<file path="config.mk">
export PLATFORM = sky130hd
export DESIGN_NAME = grid_read_arbiter
export DESIGN_NICKNAME = d
export VERILOG_FILES = /design/src/rtl/grid_read_arbiter.sv
export SDC_FILE = /design/constraint.sdc
export NUM_CORES = 1
export LEC_CHECK = 0
export BUFFER_PORTS_ARGS = -buffer_cell sky130_fd_sc_hd__buf_2
export CAP_MARGIN = 20
export CORE_AREA = 3 3 129 131
export CTS_CLUSTER_DIAMETER = 30
export DETAILED_ROUTE_END_ITERATION = 8
export DIE_AREA = 0 0 132 134
export HOLD_SLACK_MARGIN = 0.1
export PLACE_DENSITY = 0.68
export SYNTH_ARGS = -nofsm -noshare
export SYNTH_HDL_FRONTEND = slang
export SYNTH_SLANG_ARGS = --single-unit
</file>
<file path="constraint.sdc">
create_clock -name clk -period 3.5 [get_ports clk]
set_clock_uncertainty 0.1 [all_clocks]
set_input_delay 0.7 -clock clk [delete_from_list [all_inputs] [get_ports clk]]
set_output_delay 0.7 -clock clk [all_outputs]
set_load 0.05 [all_outputs]
</file>
<file path="src/rtl/grid_read_arbiter.sv">
// Shares one grid BRAM read port between a solver (absolute priority, never stalled)
// and a full-grid dump streamed out over AXI-stream through a credit-limited FIFO.
package grid_pkg;
   localparam int GRID_ADDRWIDTH = 4;
endpackage

module grid_read_arbiter #(
   parameter int ADDRWIDTH = grid_pkg::GRID_ADDRWIDTH,
   parameter int DWIDTH    = 16,
   parameter int NCELLS    = 2**ADDRWIDTH,
   parameter int RD_LAT    = 2,
   parameter int DEPTH     = 8
) (
   input  logic                 clk,
   input  logic                 rst_n,
   input  logic                 sol_req,
   input  logic [ADDRWIDTH-1:0] sol_addr,
   output logic                 sol_valid,
   output logic [DWIDTH-1:0]    sol_data,
   input  logic                 dump_start,
   output logic                 dump_busy,
   output logic                 dump_done,
   output logic                 m_tvalid,
   input  logic                 m_tready,
   output logic [DWIDTH-1:0]    m_tdata,
   output logic                 m_tlast,
   output logic                 mem_en,
   output logic [ADDRWIDTH-1:0] mem_addr,
   input  logic [DWIDTH-1:0]    mem_data
);
   localparam int PW = (DEPTH > 1) ? $clog2(DEPTH) : 1;
   localparam int CW = $clog2(DEPTH + 1);
   localparam logic [ADDRWIDTH-1:0] LAST_ADDR = ADDRWIDTH'(NCELLS - 1);

   typedef enum logic [1:0] {S_IDLE, S_SCAN, S_DRAIN} state_e;
   typedef enum logic [1:0] {TAG_NONE, TAG_SOL, TAG_DUMP} tag_e;

   state_e               state_q, state_d;
   logic [ADDRWIDTH-1:0] addr_q, addr_d;
   tag_e                 tag_q [RD_LAT];
   tag_e                 tag_d [RD_LAT];
   logic                 last_tag_q [RD_LAT];
   logic                 last_tag_d [RD_LAT];
   logic [PW-1:0]        wptr_q, wptr_d, rptr_q, rptr_d;
   logic [CW-1:0]        count_q, count_d, inflight_q, inflight_d;
   logic [DWIDTH-1:0]    buf_data_q [DEPTH];
   logic                 buf_last_q [DEPTH];
   logic                 done_q, done_d;

   logic dump_issue, ret_sol, ret_dump, buf_wr, buf_pop;

   function automatic logic [PW-1:0] ptr_inc(input logic [PW-1:0] p);
      return (p == PW'(DEPTH - 1)) ? '0 : p + PW'(1);
   endfunction

   // Credit check counts reads still in the memory pipe so the FIFO can never overflow.
   assign dump_issue = (state_q == S_SCAN) && !sol_req &&
                       (((CW+1)'(count_q) + (CW+1)'(inflight_q)) < (CW+1)'(DEPTH));
   assign ret_sol    = (tag_q[RD_LAT-1] == TAG_SOL);
   assign ret_dump   = (tag_q[RD_LAT-1] == TAG_DUMP);
   assign buf_wr     = ret_dump;
   assign buf_pop    = m_tvalid && m_tready;

   assign mem_en    = sol_req || dump_issue;
   assign mem_addr  = sol_req ? sol_addr : addr_q;
   assign sol_valid = ret_sol;
   assign sol_data  = mem_data;
   assign m_tvalid  = (count_q != '0);
   assign m_tdata   = buf_data_q[rptr_q];
   assign m_tlast   = m_tvalid && buf_last_q[rptr_q];
   assign dump_busy = (state_q != S_IDLE);
   assign dump_done = done_q;

   always_comb begin
      state_d    = state_q;
      addr_d     = addr_q;
      wptr_d     = wptr_q;
      rptr_d     = rptr_q;
      count_d    = count_q;
      inflight_d = inflight_q;
      done_d     = 1'b0;

      tag_d[0]      = sol_req ? TAG_SOL : (dump_issue ? TAG_DUMP : TAG_NONE);
      last_tag_d[0] = dump_issue && (addr_q == LAST_ADDR);
      for (int i = 1; i < RD_LAT; i++) begin
         tag_d[i]      = tag_q[i-1];
         last_tag_d[i] = last_tag_q[i-1];
      end

      if (dump_issue && !ret_dump)      inflight_d = inflight_q + CW'(1);
      else if (!dump_issue && ret_dump) inflight_d = inflight_q - CW'(1);

      if (buf_wr)             wptr_d  = ptr_inc(wptr_q);
      if (buf_pop)            rptr_d  = ptr_inc(rptr_q);
      if (buf_wr && !buf_pop) count_d = count_q + CW'(1);
      else if (!buf_wr && buf_pop) count_d = count_q - CW'(1);

      case (state_q)
         S_IDLE: begin
            if (dump_start) begin
               state_d = S_SCAN;
               addr_d  = '0;
            end
         end
         S_SCAN: begin
            if (dump_issue) begin
               addr_d = addr_q + ADDRWIDTH'(1);
               if (addr_q == LAST_ADDR) state_d = S_DRAIN;
            end
         end
         S_DRAIN: begin
            if (buf_pop && buf_last_q[rptr_q]) begin
               state_d = S_IDLE;
               done_d  = 1'b1;
            end
         end
         default: state_d = S_IDLE;
      endcase
   end

   always_ff @(posedge clk) begin
      if (!rst_n) begin
         state_q    <= S_IDLE;
         addr_q     <= '0;
         wptr_q     <= '0;
         rptr_q     <= '0;
         count_q    <= '0;
         inflight_q <= '0;
         done_q     <= 1'b0;
         for (int i = 0; i < RD_LAT; i++) begin
            tag_q[i]      <= TAG_NONE;
            last_tag_q[i] <= 1'b0;
         end
         for (int i = 0; i < DEPTH; i++) begin
            buf_data_q[i] <= '0;
            buf_last_q[i] <= 1'b0;
         end
      end else begin
         state_q    <= state_d;
         addr_q     <= addr_d;
         wptr_q     <= wptr_d;
         rptr_q     <= rptr_d;
         count_q    <= count_d;
         inflight_q <= inflight_d;
         done_q     <= done_d;
         for (int i = 0; i < RD_LAT; i++) begin
            tag_q[i]      <= tag_d[i];
            last_tag_q[i] <= last_tag_d[i];
         end
         if (buf_wr) begin
            buf_data_q[wptr_q] <= mem_data;
            buf_last_q[wptr_q] <= last_tag_q[RD_LAT-1];
         end
      end
   end

   a_no_overflow: assert property (@(posedge clk) disable iff (!rst_n)
      !(buf_wr && !buf_pop && (count_q == CW'(DEPTH))));

endmodule

</file>
==> qor.yml <==
wl_met2_um: 8810
leakage_nw: 3.68
worstSetupEndpointType: "output port"
fin_crit_sh_pct: 90.2
worstPathRequired_ns: 2.70
grt_overflow_total: 0
p_per_area_nw_per_um2: 582
cap_viol_max_count: 0
stdcell_count: 854
synth_cell_type_count: 47
hold_buffers: 0
synth_area_per_cell_um2: 13.6
start_util_pct: 49.5
die-area_um2: 17700
yosys_warnings: 0
outcome: "completed"
antenna_found_initial: 0
die_h_um: 134
worst_ir_drop_vdd_mv: 0.377
grt_pass1_wl_um: 27600
crit_type: "flop to output port"
rsz0062_at_grt: "no"
hold_viol: 0
wl_met3_um: 840
tightest_slew_ns: 0.536
synth_area_um2: 7780
cts_tree: "yes"
drt_pre_antenna_iters: 4
relSlewSlack_pct: 63.9
synth_edf_count: 128
clock-sinks: 166
rows: 46
htree_levels: 4
gp_congestion: 0.783
ant_nets: 0
fin_setup_tns_ns: 0
cts_root_buf: "clkbuf_16"
synth_seq_cells: 166
dp_hpwl_um: 10400
slew_violations: 0
grt_max_degree: 35
area_growth_pct: 13.0
core_area_um2: 15700
reg2reg_from: "count_q[1]"
min_from: "last_tag_q[0][0]"
arrival_ns: 2.36
timing.fmax_ghz: 0.317
synth_seq_area_share_pct: 59.2
hold_path.class: "flop to flop"
clock_path_buffers: 2
die_w_um: 132
n_antenna_cell: 0
highest_layer: "met4"
nets: 666
setup_viol: 0
cp-start-kind: "flop"
io_pins: 67
synthFlopType: "edfxtp_1"
grt_pass1_vias: 5045
drc: 0
layout-drive-gt1-share_pct: 27.7
routedWlPerCell_um: 19.8
drt_first_iter_violations: 420
critPathMaxFanout: 7
routed_wl_um: 16900
synth_fp_nets: 614
fin_crit_ns: 3.16
portBuffers: 66
clk_latency_ns: 0.42
vias_per_cell: 5.63
postCtsResizedCells: 0
grtUsageTotal_pct: 20.3
postCtsSetupBuffers: 0
async_flop_share_pct: 0
met1_length_um: 7010
vias: 4810
syn_inst: 573
startpoint: "count_q[1]"
dp_cells: 822
nFillCells: 1270
clk_pin_slew_ns: 0.06
cts_buffers: 17
[Yosys cell counts, drive strengths merged (3+ instances only)]
cell type	count	area share, %
edfxtp	128	49
and3	98	7.9
and2	42	3.4
dfxtp	38	9.8
mux4	34	9.8
buf	29	2.5
clkbuf	29	1.4
nand2	29	1.4
mux2	20	2.9
nor2	18	0.87
ha	14	2.3
nand2b	13	1.0
a21oi	12	0.77
o21ai	9	0.58
nand3	7	0.45
inv	6	0.29
mux2i	5	0.64
a31oi	4	0.32
nor3	4	0.32
o211ai	4	0.45
nand3b	3	0.29
nor2b	3	0.24
or3	3	0.24
[power by group]
| group | internal [mW] | switching, mW | total (mW) |
|---|---|---|---|
| registers | 2.21 | 0.0645 | 2.28 |
| clock network | 0.889 | 0.728 | 1.62 |
| logic | 0.480 | 0.736 | 1.22 |
[placed cells by master (no fill, tap or decap), drive strengths merged, types with 3 or more instances in the layout]
cell type | netlist | routed
nor3 | 4 | 4
o211ai | 4 | 4
inv | 6 | 6
nand3 | 7 | 7
a31oi | 4 | 4
a21oi | 12 | 12
mux2i | 5 | 5
nand2 | 29 | 29
dfxtp | 38 | 38
clkinv | 0 | 10
edfxtp | 128 | 128
nor2b | 3 | 3
mux2 | 20 | 20
nand3b | 3 | 3
buf | 29 | 91
or3 | 3 | 3
mux4 | 34 | 34
o21ai | 9 | 9
and3 | 98 | 98
nor2 | 18 | 18
and2 | 42 | 42
ha | 14 | 14
nand2b | 13 | 13
clkbuf | 29 | 20
[layer usage]
layer  vias to the layer above  global-route usage, %
met4                         0                   7.41
li1                       2240                      -
met2                       125                   34.2
met3                        21                   4.43
met5                         -                      0
met1                      2424                   26.0
[worst max-delay path, cell delays in order (launching register included)]
cell	delay (ns)
dfxtp_1	0.43
ha_1	0.27
a31oi_1	0.41
o211ai_2	0.23
nor2_1	0.21
or2_1	0.13
buf_2	0.26
[cells by family after synthesis]
kind of cell / Yosys count / synth area share, %
xor gates and xnor gates: 4 / 0.450
DFF: 166 / 59.2
buffers and inverters: 64 / 4.23
muxes: 59 / 13.4
adders and majority gates: 16 / 2.77
and+or+nand+nor: 229 / 17.2
AOI/OAI and AO/OA: 35 / 2.77
[registers in the layout, summed over array words and instances, names as in the netlist, 3 cells and up, named ones only]
register and count:
buf_data_q 128, buf_last_q 8, addr_q 4, count_q 4
inflight_q 4, tag_q 4, rptr_q 3, wptr_q 3
[path summary, 6_finish.rpt]
path | cells after the start | slack, ns | endpoint
setup reg to reg | 11 | 0.47 | inflight_q[3]
hold / removal | 1 | 0.34 | last_tag_q[0][1]
hold reg to reg | 1 | 0.34 | last_tag_q[0][1]
setup / recovery | 6 | 0.34 | mem_en
[stage by stage]
step	power [mW]	instance area, um2	hold WS, ns	setup WS [ns]	utilization (%)
final	5.11	8790	0.338	0.343	55.9
after detailed placement	3.55	8290	0.323	0.309	52.7
after CTS	5.16	8790	0.341	0.346	55.9
after floorplan	3.28	7780	0.312	0.649	-
after global routing	5.33	8790	0.353	0.126	55.9
after global placement	3.52	8290	0.318	0.441	52.7
[area by class of cell]
type | count | area [um2] | area share, %
Clock buffer | 20 | 437 | 4.97
Clock inverter | 12 | 63.8 | 0.726
Inverter | 6 | 22.5 | 0.256
Multi-Input combinational cell | 343 | 2850 | 32.4
Sequential cell | 166 | 4610 | 52.4
Tap cell | 216 | 270 | 3.08
Timing Repair Buffer | 91 | 543 | 6.18
Power figures use the tool's default switching activity.
